<file path="src/rtl/rr_grant_sched.sv">
// rr_grant_sched: round-robin grant scheduler with hold timeout and fixed inter-grant gap
module rr_grant_sched #(
  parameter int N_REQ    = 7,
  parameter int ID_W     = 4,
  parameter int MAX_HOLD = 16
) (
  input  logic             i_clk,
  input  logic             i_rst_n,
  input  logic [N_REQ-1:0] i_req,
  output logic [N_REQ-1:0] o_gnt,
  output logic [ID_W-1:0]  o_gnt_id,
  output logic             o_busy,
  output logic             o_timeout
);
  localparam int PW = $clog2(N_REQ);
  localparam int CW = MAX_HOLD > 1 ? $clog2(MAX_HOLD + 1) : 1;
  localparam logic [CW-1:0] HOLD_LAST = CW'(MAX_HOLD == 0 ? 0 : MAX_HOLD - 1);
  typedef enum logic [1:0] {IDLE, GRANT, GAP} state_t;
  state_t state, state_d;
  logic [N_REQ-1:0] gnt_d;
  logic [ID_W-1:0] id_d;
  logic busy_d, to_d, found;
  logic [PW-1:0] ptr, ptr_d, win, cand;
  logic [CW-1:0] cnt, cnt_d;
  // round-robin pick: first requester after the last winner, wrapping modulo N_REQ
  always_comb begin
    win = ptr;
    cand = ptr;
    found = 1'b0;
    for (int i = 1; i <= N_REQ; i++) begin
      cand = PW'((int'(ptr) + i) % N_REQ);
      if (!found && i_req[cand]) begin
        win = cand;
        found = 1'b1;
      end
    end
  end
  // next state and next registered outputs; ptr holds the current winner during GRANT
  always_comb begin
    state_d = state;
    gnt_d = o_gnt;
    id_d = o_gnt_id;
    busy_d = o_busy;
    to_d = 1'b0;
    ptr_d = ptr;
    cnt_d = cnt;
    case (state)
      IDLE: if (found) begin
        state_d = GRANT;
        gnt_d = N_REQ'(1) << win;
        id_d = ID_W'(win) + ID_W'(1);
        busy_d = 1'b1;
        ptr_d = win;
        cnt_d = '0;
      end
      GRANT: begin
        cnt_d = cnt + 1'b1;
        if (!i_req[ptr] || (MAX_HOLD != 0 && cnt == HOLD_LAST)) begin
          state_d = GAP;
          gnt_d = '0;
          id_d = '0;
          busy_d = 1'b0;
          to_d = i_req[ptr];
        end
      end
      GAP: state_d = IDLE;
      default: state_d = IDLE;
    endcase
  end
  // state and output registers; reset restarts priority at requester 0
  always_ff @(posedge i_clk or negedge i_rst_n) begin
    if (!i_rst_n) begin
      state <= IDLE;
      o_gnt <= '0;
      o_gnt_id <= '0;
      o_busy <= 1'b0;
      o_timeout <= 1'b0;
      ptr <= PW'(N_REQ - 1);
      cnt <= '0;
    end else begin
      state <= state_d;
      o_gnt <= gnt_d;
      o_gnt_id <= id_d;
      o_busy <= busy_d;
      o_timeout <= to_d;
      ptr <= ptr_d;
      cnt <= cnt_d;
    end
  end
endmodule

</file>
<file path="config.mk">
export PLATFORM = sky130hd
export DESIGN_NAME = rr_grant_sched
export DESIGN_NICKNAME = d
export VERILOG_FILES = /design/src/rtl/rr_grant_sched.sv
export SDC_FILE = /design/constraint.sdc
export NUM_CORES = 1
export LEC_CHECK = 0
export ABC_AREA = 1
export BUFFER_PORTS_ARGS = -buffer_cell sky130_fd_sc_hd__clkbuf_2
export CAP_MARGIN = 20
export CORE_MARGIN = 10
export CORE_UTILIZATION = 60
export DETAILED_ROUTE_END_ITERATION = 8
export PLACE_DENSITY = 0.79
export REMOVE_ABC_BUFFERS = 1
export SLEW_MARGIN = 0
export SYNTH_ARGS = -nofsm -noshare
export SYNTH_HDL_FRONTEND = slang
export SYNTH_SLANG_ARGS = --single-unit
</file>
<file path="constraint.sdc">
create_clock -name i_clk -period 6.75 [get_ports i_clk]
set_input_delay 1.6875 -clock i_clk [delete_from_list [all_inputs] [get_ports i_clk]]
set_output_delay 1.6875 -clock i_clk [all_outputs]
set_load 0.02 [all_outputs]
</file>
* Word-level counts from Yosys, hierarchy flattened *
Index checks and enable logic that the tools add are counted.

word-level totals
  register bits after elaboration = 23
  latch bits = 0
  memory bits (writable) = 0
  memory bits (read-only) = 0
  input port bits = 9
  memories = 0

cells by class
  add/subtract/negate cells = 9
  multiply operators = 0
  div/mod/pow operators = 7
  $lt $le $gt $ge = 8
  equality and inequality tests = 4
  shift-type cells = 1
  muxes and demuxes = 46
  bitwise gates (word level) = 0
  reduce and logical (&&, ||, !) cells = 20

operators by type and width
  kind                                                         count
  remainder unit 32 x 4 -> 32 bit (second input constant)      7
  less-than comparator 3 x 4 -> 1 bit (second input constant)  8
  binary-select mux 1 bit (select 3 bit)                       8
  2-to-1 mux 3 bit                                             7
  2-to-1 mux 1 bit                                             19
  adder 3 x 3 -> 4 bit (second input constant)                 4
  2-to-1 mux 7 bit                                             2
  case mux 7 bit (2 select lines)                              1
  case mux 5 bit (2 select lines)                              1
  adder 3 x 1 -> 4 bit (second input constant)                 2
  adder 3 x 2 -> 4 bit (second input constant)                 2
  2-to-1 mux 4 bit                                             2
  case mux 4 bit (2 select lines)                              1
  zero test 1 bit                                              7
  left shift 1 x 3 -> 7 bit (first input constant)             1
  logical AND 1 bit                                            6
  AND reduction 2 bit                                          3
  adder 5 x 1 -> 5 bit (second input constant)                 1
  == test 5 x 4 -> 1 bit (second input constant)               1
  2-to-1 mux 5 bit                                             1
  2-to-1 mux 2 bit                                             2
  != test 2 bit (second input constant)                        2
  case mux 2 bit (2 select lines)                              1
  AND reduction 3 bit                                          1
  other kinds (5)                                              5

* Longest topological paths before layout *
Gate-level depths: netlist (run 1).

  depth after elaboration = 26
  gate-level depth with buffers = 34
  depth with buffers taken out = 32

* Worst setup path after synthesis (run 1) *
Ideal clock, no wire load.

  path kind = register -> register
  from = register ptr[0]
  to = register o_gnt_id[2]
  library setup time = 0.076 ns
  arrival = 4.092 ns
  required time = 6.674 ns
  setup slack = 2.582 ns
  cell stages (with the launch flop) = 33
  clock period less this slack = 4.168 ns
  path through = dfrtp_1 -> buf_4 -> inv_1 -> buf_2 -> ha_1 -> inv_1 -> nand2_1 -> nand2_4 -> ha_1 -> ha_1 -> nor3_1 -> nand3_1 -> o21ai_2 -> nand2_2 -> nand2_2 -> nand2_2 -> nand2_1 -> nand3_1 -> nand3_1 -> nand2_2 -> nor2_4 -> nand2_2 -> clkinv_2 -> nand3_2 -> o21ai_0 -> inv_1 -> nand2_1 -> nand2_1 -> nand2_1 -> inv_1 -> ha_1 -> ha_1 -> o21ai_1

on the way
  longest elaborated chain between the ends = 26
  elaborated cells on any way between the ends = 64
  those cells by class = add/sub (8); div (7); eq/ne (2); mux (32); reduce/logical (15)

RTL lines
  what                                    line  source
  start, declared                         23    logic [PW-1:0] ptr, ptr_d, win, cand;
  start signal, assigned                  78    ptr <= PW'(N_REQ - 1);
  start signal, assigned                  86    ptr <= ptr_d;
  adder 3 x 1 -> 4 bit                    31    cand = PW'((int'(ptr) + i) % N_REQ);
  remainder unit 32 x 4 -> 32 bit         31
  binary-select mux 1 bit (select 3 bit)  32    if (!found && i_req[cand]) begin
  2-to-1 mux 1 bit (not written as such)  32
  2-to-1 mux 1 bit                        32
  zero test 1 bit                         32
  logical AND 1 bit                       32
  2-to-1 mux 1 bit                        32
  [11 not listed]                         -
  2-to-1 mux 1 bit                        32
  zero test 1 bit                         32
  logical AND 1 bit                       32
  2-to-1 mux 3 bit (*)                    32
  named net win[1]                        23
  adder 3 x 1 -> 4 bit (*)                51    id_d = ID_W'(win) + ID_W'(1);
  2-to-1 mux 4 bit (*)                    48    IDLE: if (found) begin
  case mux 4 bit (2 select lines) (*)     47    case (state)
  end signal, assigned                    83    o_gnt_id <= id_d;
  end, declared                           11    output logic [ID_W-1:0] o_gnt_id,

The timed path passes the listed nets; every way through them passes the cells marked *. The select of a mux whose other input is x is not followed.
A chain may end at the register's enable or synchronous reset.

* Worst setup path in the final report (run 1) *
Same ends and word-level chain as after synthesis.

==> impl_metrics.csv, run 1 <==
group,metric,value,unit
clock_tree,cts.clk_slew.worst_paths,0.08,ns
timing,tightest_slew,0.770,ns
global_route,grt_pass1_wl,12.9,mm
synth,synth-main-ff-cell,"dfrtp_1",
timing,fmaxAchievable,185,MHz
synth,synth_top_area_cell,"nand2_1",
global_route,grt_usage,0.181,
outcome,status,"complete, no violations",
global_route,grt_antenna_before_repair,0,
synth,synth_area_leaders,"nand2_1 20%, dfrtp_1 17%, ha_1 12%",
clock_tree,clock_latency,0.27,ns
synth,yosys.cell_count.top_type,"nand2_1",
setup_path,cp-end-kind,"register",
synth,yosysWarnings,0,
final_layout,n_antenna_cell,0,
setup_path,arrival,5.60,ns
drt,drcViolationCount,0,
worst_hold_path,holdCritPathClass,"register to register",
timing,rsz0062_at_grt,"false",
synth,yosysTopAreaCellShare,0.200,
drt,drt_iter0_markers,295,
floorplanning,rows,25,
floorplanning,fp.dieW,90.9,um
synth,ys_top_cells_by_count,"161 x nand2_1, 59 x inv_1, 48 x nand3_1, 28 x ha_1, 25 x o21ai_0",
timing,skew,0.00710,ns
setup_path,required,6.95,ns
synth,yosys_register_bits,23,
timing,timing.final.crit_share,0.800,
clock_tree,cts_buffers,3,
timing,fin_crit,5.40,ns
final_layout,regArea,578,um^2
drt,wl,7.54,mm
drt,vias,3030,
floorplanning,coreArea,4790,um^2
setup_path,max_stage_delay,0.85,ns
place,place_congestion,0.976,
setup_path,critPathKind,"register to register",
synth,synthCells,470,
clock_tree,ctsHoldBuffers,0,
final_layout,syn_to_final_growth,5.89,%
clock_tree,cts_resized,0,
synth,ys_async_sr_fraction,1.00,
worst_hold_path,min_path_cells,2,
place,place_inst,550,
drt,firstDrtPassIters,5,
final_layout,fin_nets,525,
final_layout,stdcell_count,554,
place,port_buffers,21,
timing,report.final.setup_viol,0,
clock_tree,cts_sinks,23,
global_route,grt_pass1_vias,2789,
timing,setup-tns-final,0,ns
job,drv_cap,0,
drt,wl_per_cell,13.6,um
setup_path,ff2ff_path_depth,28,
setup_path,critical_path.startpoint_type,"register",
floorplanning,start_util,0.630,
setup_path,critPathSlowestCell,"dfrtp_1",
clock_tree,cts_tree,"built",
final_layout,fillers,472,
drt,post_drt_via_cell_ratio,5.47,
clock_tree,cts_setup_buffers,0,
final_layout,multi_input_area,2110,um^2
synth,ys_seq_area_frac,0.192,
clock_tree,htreeDepth,1,
clock_tree,clock_tree.root_cell,"clkbuf_8",
global_route,overflow,0,
final_layout,drive_gt1_frac,0.162,
synth,yosysUniqueCellTypes,40,
drt,drtAntennaViolNets,0,
floorplanning,die_h,90.9,um
timing,relSlewSlack,0.487,
setup_path,cp_max_fo,21,
place,post-place-ws,1.41,ns
clock_tree,clock_path_buffers,2,
floorplanning,ioPinCount,22,
place,place_hpwl,5.88,mm
synth,synth_area,3020,um^2
floorplanning,die-area,8260,um^2
synth,synth.avg_cell_area,6.42,um^2
timing,slew_violations,0,
timing,setup_slack,1.35,ns
timing,finalHoldViolCount,0,
synth,synth-edff-count,0,
global_route,grt_max_degree,24,
flip-flops by register name, summed over array words and instances (netlist names):
signal	count
ptr	3
o_gnt_id	4
o_busy	1
o_gnt	7
cnt	5
o_timeout	1
state	2
cell type report:
type | instances | share of cell area
multi-input cells | 369 | 0.660
flip-flops and latches | 23 | 0.181
inverters | 70 | 0.0858
repair buffers | 21 | 0.0329
well taps | 67 | 0.0262
clock buffers | 4 | 0.0141
routing by layer:
layer  global-route usage  up-vias  part of all wire
li1                     -     1543                 -
met1                0.242     1371              0.45
met2                0.302      104              0.47
met3               0.0241       12             0.069
met4               0.0379        0             0.011
met5                    0        -                 0
cell usage in the layout, fill, tap and decap left out, drive strengths merged, types with 6 or more instances in the layout:
master	netlist	final
o21ai	35	35
ha	28	28
dfrtp	21	21
o211ai	11	11
nand2	181	181
nand3	60	60
clkbuf	1	25
nor2	23	23
a21oi	6	6
inv	69	69
xor2	6	6
final timing paths:
check,from,to,slack (ns)
worst min-delay path,o_gnt[3],o_gnt[3],0.48
min in group asynchronous,i_rst_n,o_gnt[2],1.39
worst min register to register,o_gnt[3],o_gnt[3],0.48
worst max register to register,ptr[0],o_gnt_id[2],1.35
max in group asynchronous,i_rst_n,cnt[4],4.97
worst max-delay path,ptr[0],o_gnt_id[2],1.35
through the flow:
stage               utilization  area [um^2]  hold slack (ns)
floorplan                     -         2960            0.494
global placement          0.658         3150            0.457
detailed placement        0.658         3150            0.459
CTS                       0.667         3190            0.480
global route              0.667         3190            0.511
finish                    0.667         3190            0.479
critical path: cells and delay by family, from the launching register on:
family	cells	cell delay [ns]
adder cells (fa/ha/maj)	5	1.68
AND/OR/NAND/NOR	15	1.58
buffers and inverters	5	0.88
flip-flops	1	0.85
AO/OA/AOI/OAI	3	0.33
logic make-up (layout without fill, tap and decap cells):
kind of cell               Yosys count  count (layout)  synth area share
and+or+nand+nor                    274             274             0.443
buffers and inverters               78              95             0.109
adders and majority gates           28              28             0.116
AOI/OAI and AO/OA                   60              60             0.117
DFF                                 23              23             0.192
xor gates and xnor gates             7               7            0.0228
Power of run 1 is not shown: default switching activity piles up to over one toggle a cycle in this logic, so the estimate is an artifact.
==> run 2, diff against run 1 <==
--- a/config.mk
+++ b/config.mk
@@ -5,11 +5,11 @@
 export SDC_FILE = /design/constraint.sdc
 export NUM_CORES = 1
 export LEC_CHECK = 0
-export ABC_AREA = 1
+export ABC_AREA = 0
 export BUFFER_PORTS_ARGS = -buffer_cell sky130_fd_sc_hd__clkbuf_2
 export CAP_MARGIN = 20
 export CORE_MARGIN = 10
-export CORE_UTILIZATION = 60
+export CORE_UTILIZATION = 57
 export DETAILED_ROUTE_END_ITERATION = 8
 export PLACE_DENSITY = 0.79
 export REMOVE_ABC_BUFFERS = 1
==> constraint.sdc (replaced) <==
create_clock -name i_clk -period 4.6 [get_ports i_clk]
set_input_delay 1.15 -clock i_clk [delete_from_list [all_inputs] [get_ports i_clk]]
set_output_delay 1.15 -clock i_clk [all_outputs]
set_load 0.02 [all_outputs]
==> impl_metrics.csv, run 2 <==
group,metric,value,unit
drt,vias,3950,
drt,drtAntennaViolNets,0,
timing,slew_violations,0,
clock_tree,cts.clk_slew.worst_paths,0.08,ns
floorplanning,die_h,99.0,um
synth,yosysTopAreaCellShare,0.148,
timing,report.final.setup_viol,0,
final_layout,final_cell_mix,"64 x buf_4, 43 x nand2_1, 29 x nor2_1, 23 x o21ai_0, 22 x a21oi_1",
floorplanning,coreArea,5990,um^2
synth,synth-edff-count,0,
synth,ys_seq_area_frac,0.163,
global_route,grt_pass1_vias,3553,
drt,drcViolationCount,0,
synth,ys_top_cells_by_count,"43 x nand2_1, 31 x nor2_1, 29 x o21ai_0, 28 x ha_1, 23 x a21oi_1",
timing,fmaxAchievable,223,MHz
floorplanning,ioPinCount,22,
clock_tree,clock_path_buffers,2,
synth,synth_area,3550,um^2
clock_tree,cts_buffers,3,
synth,yosysUniqueCellTypes,86,
setup_path,startpoint,"ptr[2]",
drt,wl_per_cell,19.3,um
setup_path,r2r_start,"ptr[2]",
synth,synth.avg_cell_area,8.01,um^2
drt,drt_iter0_markers,419,
synth,yosys_register_bits,23,
final_layout,reg.largest.list,"o_gnt (7), cnt (5), o_gnt_id (4)",
final_layout,drive_gt1_frac,0.343,
drt,post_drt_via_cell_ratio,6.72,
drt,firstDrtPassIters,6,
global_route,grt_usage,0.204,
global_route,grt_pass1_wl,17.1,mm
global_route,grt_antenna_before_repair,0,
final_layout,layout_commonest_cell,"buf_4",
floorplanning,die-area,9800,um^2
floorplanning,start_util,0.593,
synth,yosysWarnings,0,
clock_tree,clock_tree.root_cell,"clkbuf_8",
final_layout,final_util,0.764,
synth,synth_top_area_cell,"dfrtp_1",
job,drv_cap,0,
timing,skew,0.00226,ns
setup_path,critical_path.startpoint_type,"register",
setup_path,cp_max_fo,18,
synth,synth_area_leaders,"dfrtp_1 15%, ha_1 9.9%, mux2i_1 4.8%",
worst_hold_path,min_path_cells,1,
global_route,overflow,0,
place,port_buffers,21,
clock_tree,htreeDepth,1,
global_route,grt_max_degree,37,
clock_tree,clock_latency,0.26,ns
synth,synth-main-ff-cell,"dfrtp_1",
outcome,status,"complete, no violations",
timing,fin_crit,4.49,ns
floorplanning,fp.dieW,99.0,um
timing,finalHoldViolCount,0,
synth,synthCells,444,
floorplanning,rows,28,
drt,wl,11.4,mm
setup_path,arrival,4.67,ns
clock_tree,cts_tree,"built",
setup_path,required,4.78,ns
clock_tree,cts_sinks,23,
setup_path,ff2ff_path_depth,19,
synth,ys_async_sr_fraction,1.00,
setup_path,critPathKind,"register to register",
final_layout,syn_to_final_growth,28.7,%
final_layout,largest_reg_flops,7,
worst_hold_path,holdCritPathClass,"register to register",
final_layout,max_flop_register,"o_gnt",
worst_hold_path,hold_start,"o_gnt_id[3]",
timing,tightest_slew,0.559,ns
final_layout,fin_area,4580,um^2
timing,relSlewSlack,0.627,
final_layout,fin_nets,551,
place,place_hpwl,7.92,mm
synth,yosys.cell_count.top_type,"nand2_1",
timing,timing.final.crit_share,0.975,
place,placed_area,4040,um^2
final_layout,n_antenna_cell,0,
place,place_congestion,0.974,
setup_path,cp-end-kind,"register",
run 2: changes by cell type after synthesis, sizes merged, moves of 14 or more:
| cell | change |
|---|---|
| nand2 | -137 |
| nand3 | -52 |
| inv | -46 |
| a21oi | +18 |
| mux2i | +17 |
| clkbuf | +14 |
run 2: timing repair:
item	in CTS	in global routing
setup buffers	1	15
endpoints found under the setup margin	9	14
resized for setup	7	63
hold buffers	0	0
cloned	0	0
pin swaps	2	30
run 2: cell type report:
| cell class | instances | area (um^2) |
|---|---|---|
| multi-input combinational | 372 | 3110 |
| fill | 404 | 1420 |
| timing repair buffer | 90 | 654 |
| sequential | 23 | 578 |
| inverter | 24 | 93.8 |
| tap | 75 | 93.8 |
| clock buffer | 4 | 45.0 |
run 2: kinds of logic after synthesis:
kind of cell    share of synthesized area
mux                                0.0986
compound gates                      0.326
simple gates                        0.223
fa+ha+maj                          0.0986
flops                               0.163
xor+xnor                           0.0338
buf+inv                            0.0577
run 2: critical path, stage by stage (launching register included):
cell and delay [ns]:
dfstp_2 0.59, clkinvlp_4 0.15, ha_4 0.21, a21o_1 0.21, ha_2 0.31, and3b_1 0.19
a31o_1 0.22, a211oi_4 0.27, xnor2_2 0.13, mux4_2 0.38, nor2_4 0.05, buf_4 0.13
nor2_2 0.21, buf_4 0.19, nor3_4 0.05, buf_4 0.14, a211oi_2 0.39, buf_4 0.31
nand2_1 0.10, o22ai_1 0.17
run 2: metal layers:
| layer | up-vias | GRT usage | share of wire |
|---|---|---|---|
| met3 | 42 | 0.0405 | 0.089 |
| met1 | 1884 | 0.268 | 0.41 |
| met2 | 200 | 0.325 | 0.48 |
| met4 | 0 | 0.0628 | 0.029 |
| li1 | 1824 | - | - |
| met5 | - | 0 | 0 |
run 2: through the flow:
step           worst slack (ns)  TNS [ns]  instances  hold slack, ns
2_1_floorplan             -1.51    -23.80        419           0.450
3_3_place_gp            -0.0624   -0.0735        567           0.461
3_5_place_dp             -0.107    -0.362        567           0.466
4_1_cts                  0.0104         0        572           0.483
5_1_grt                  -0.142    -0.422        588           0.525
6_report                  0.113         0        588           0.489
run 2: path summary, 6_finish.rpt:
path	slack [ns]	to
setup / recovery	0.11	o_gnt[0]
hold / removal	0.49	o_gnt_id[3]
setup reg to reg	0.11	o_gnt[0]
hold reg to reg	0.49	o_gnt_id[3]
max in group asynchronous	3.36	ptr[1]
min in group asynchronous	0.86	cnt[1]
Power of run 2 is left out for the same reason.
==> run 3, diff against run 2 <==
--- a/config.mk
+++ b/config.mk
@@ -7,11 +7,11 @@
 export LEC_CHECK = 0
 export ABC_AREA = 0
 export BUFFER_PORTS_ARGS = -buffer_cell sky130_fd_sc_hd__clkbuf_2
-export CAP_MARGIN = 20
+export CAP_MARGIN = 40
 export CORE_MARGIN = 10
 export CORE_UTILIZATION = 57
 export DETAILED_ROUTE_END_ITERATION = 8
-export PLACE_DENSITY = 0.79
+export PLACE_DENSITY_LB_ADDON = 0.1
 export REMOVE_ABC_BUFFERS = 1
 export SLEW_MARGIN = 0
 export SYNTH_ARGS = -nofsm -noshare
==> impl_metrics.csv, run 3 (same netlist as run 2, synthesis figures left out) <==
group,metric,value,unit
timing,skew,0.00487,ns
final_layout,stdcell_count,600,
clock_tree,cts_sinks,23,
timing,finalHoldViolCount,0,
place,place_hpwl,8.15,mm
final_layout,layout_commonest_cell,"buf_4",
drt,wl_per_cell,19.1,um
clock_tree,clock_latency,0.27,ns
final_layout,max_flop_register,"o_gnt",
clock_tree,htreeDepth,1,
setup_path,r2r_start,"ptr[1]",
outcome,status,"complete, no violations",
worst_hold_path,min_path_cells,1,
setup_path,startpoint,"ptr[1]",
setup_path,cp-end-kind,"register",
global_route,grt_pass1_vias,3590,
timing,tightest_slew,0.581,ns
floorplanning,die_h,99.0,um
clock_tree,clock_path_buffers,2,
final_layout,final_cell_mix,"77 x buf_4, 43 x nand2_1, 29 x nor2_1, 25 x o21ai_0, 22 x a21oi_1",
setup_path,reg2reg_to,"o_gnt[1]",
global_route,grtUsageMet1,0.294,
setup_path,ff2ff_path_depth,19,
global_route,use_met2,0.347,
global_route,grt_most_used_layer,"met2",
timing,fin_crit,4.47,ns
place,port_buffers,21,
timing,fmaxAchievable,224,MHz
floorplanning,die-area,9800,um^2
place,place_inst,584,
clock_tree,ctsHoldBuffers,0,
global_route,grt_pass1_wl,17.8,mm
clock_tree,clock_tree.root_cell,"clkbuf_8",
final_layout,syn_to_final_growth,29.4,%
final_layout,fin_nets,563,
setup_path,cp_max_fo,6,
drt,firstDrtPassIters,5,
floorplanning,start_util,0.593,
final_layout,drive_gt1_frac,0.360,
floorplanning,rows,28,
worst_hold_path,holdCritPathClass,"register to register",
timing,relSlewSlack,0.613,
setup_path,arrival,4.65,ns
timing,slew_violations,0,
timing,setup_slack,0.133,ns
global_route,overflow,0,
global_route,use_met3,0.0314,
timing,timing.final.crit_share,0.971,
global_route,grt_usage,0.215,
drt,wl,11.4,mm
final_layout,largest_reg_flops,7,
place,post-place-ws,-0.143,ns
drt,vias,3944,
setup_path,required,4.79,ns
global_route,grt_max_degree,37,
clock_tree,cts.clk_slew.worst_paths,0.08,ns
timing,report.final.setup_viol,0,
final_layout,n_antenna_cell,0,
setup_path,critical_path.startpoint_type,"register",
setup_path,reg2reg_setup_slack,0.13,ns
drt,drcViolationCount,0,
drt,post_drt_via_cell_ratio,6.57,
clock_tree,cts_buffers,3,
drt,drt_iter0_markers,268,
worst_hold_path,hold_start,"o_busy",
final_layout,reg.largest.list,"o_gnt (7), cnt (5), o_gnt_id (4)",
floorplanning,ioPinCount,22,
drt,drtAntennaViolNets,0,
clock_tree,cts_tree,"built",
global_route,grt_antenna_before_repair,0,
place,place_congestion,0.938,
timing,hold_ws,0.486,ns
setup_path,critPathKind,"register to register",
floorplanning,coreArea,5990,um^2
worst_hold_path,hold_end,"o_busy",
job,drv_cap,0,
floorplanning,fp.dieW,99.0,um
## run 3: changes by cell type in the layout (fill, tap and decap cells not counted), sizes merged
cell	delta
a211oi	+1
buf	+12
clkbuf	-1
clkinvlp	-1
inv	+1
## run 3: per-stage QoR
| stage | util | instance area, um^2 | setup TNS, ns |
|---|---|---|---|
| global placement | 0.697 | 4170 | -0.597 |
| global route | 0.768 | 4600 | -0.114 |
| CTS | 0.715 | 4280 | 0 |
| floorplan | - | 3440 | -23.80 |
| finish | 0.768 | 4600 | 0 |
| detailed placement | 0.698 | 4180 | -0.542 |
## run 3: worst max-delay path by stage
stage	endpoint	slack, ns
3_3_place_gp	o_gnt_id[2]	-0.14
2_1_floorplan	o_gnt_id[2]	-1.51
4_1_cts	o_gnt_id[2]	0.007
3_5_place_dp	o_gnt_id[2]	-0.14
6_report	o_gnt[1]	0.13
5_1_grt	o_gnt_id[2]	-0.07
## run 3: cell type report
cell class | instances | area [um^2]
repair buffers | 101 | 728
flip-flops and latches | 23 | 578
inverters | 24 | 90.1
well taps | 75 | 93.8
fillers | 448 | 1390
clock buffers | 4 | 45.0
multi-input cells | 373 | 3070
## run 3: worst max-delay path, cell delays in order, from the launching register on
cell	delay, ns
dfstp_2	0.57
inv_2	0.06
ha_4	0.29
buf_4	0.13
ha_1	0.20
ha_4	0.18
nand4_1	0.18
o32a_4	0.45
o21ai_2	0.19
o41ai_4	0.12
o41ai_4	0.47
buf_4	0.19
o21ai_0	0.08
a32oi_1	0.32
o221ai_2	0.14
a22oi_2	0.25
buf_4	0.16
ha_1	0.14
nand2_1	0.07
o22ai_1	0.19
## run 3: routing by layer
layer / part of all wire / routed length [um]
met5: 0 / 0
met4: 0.013 / 154
met3: 0.068 / 780
met2: 0.48 / 5510
met1: 0.44 / 5000
## run 3: repair_timing
action,in CTS,in global routing
pin swaps,3,25
gates cloned,0,1
setup buffers,1,11
resized for setup,9,48
endpoints found under the setup margin,12,21
Power of run 3 is left out for the same reason.
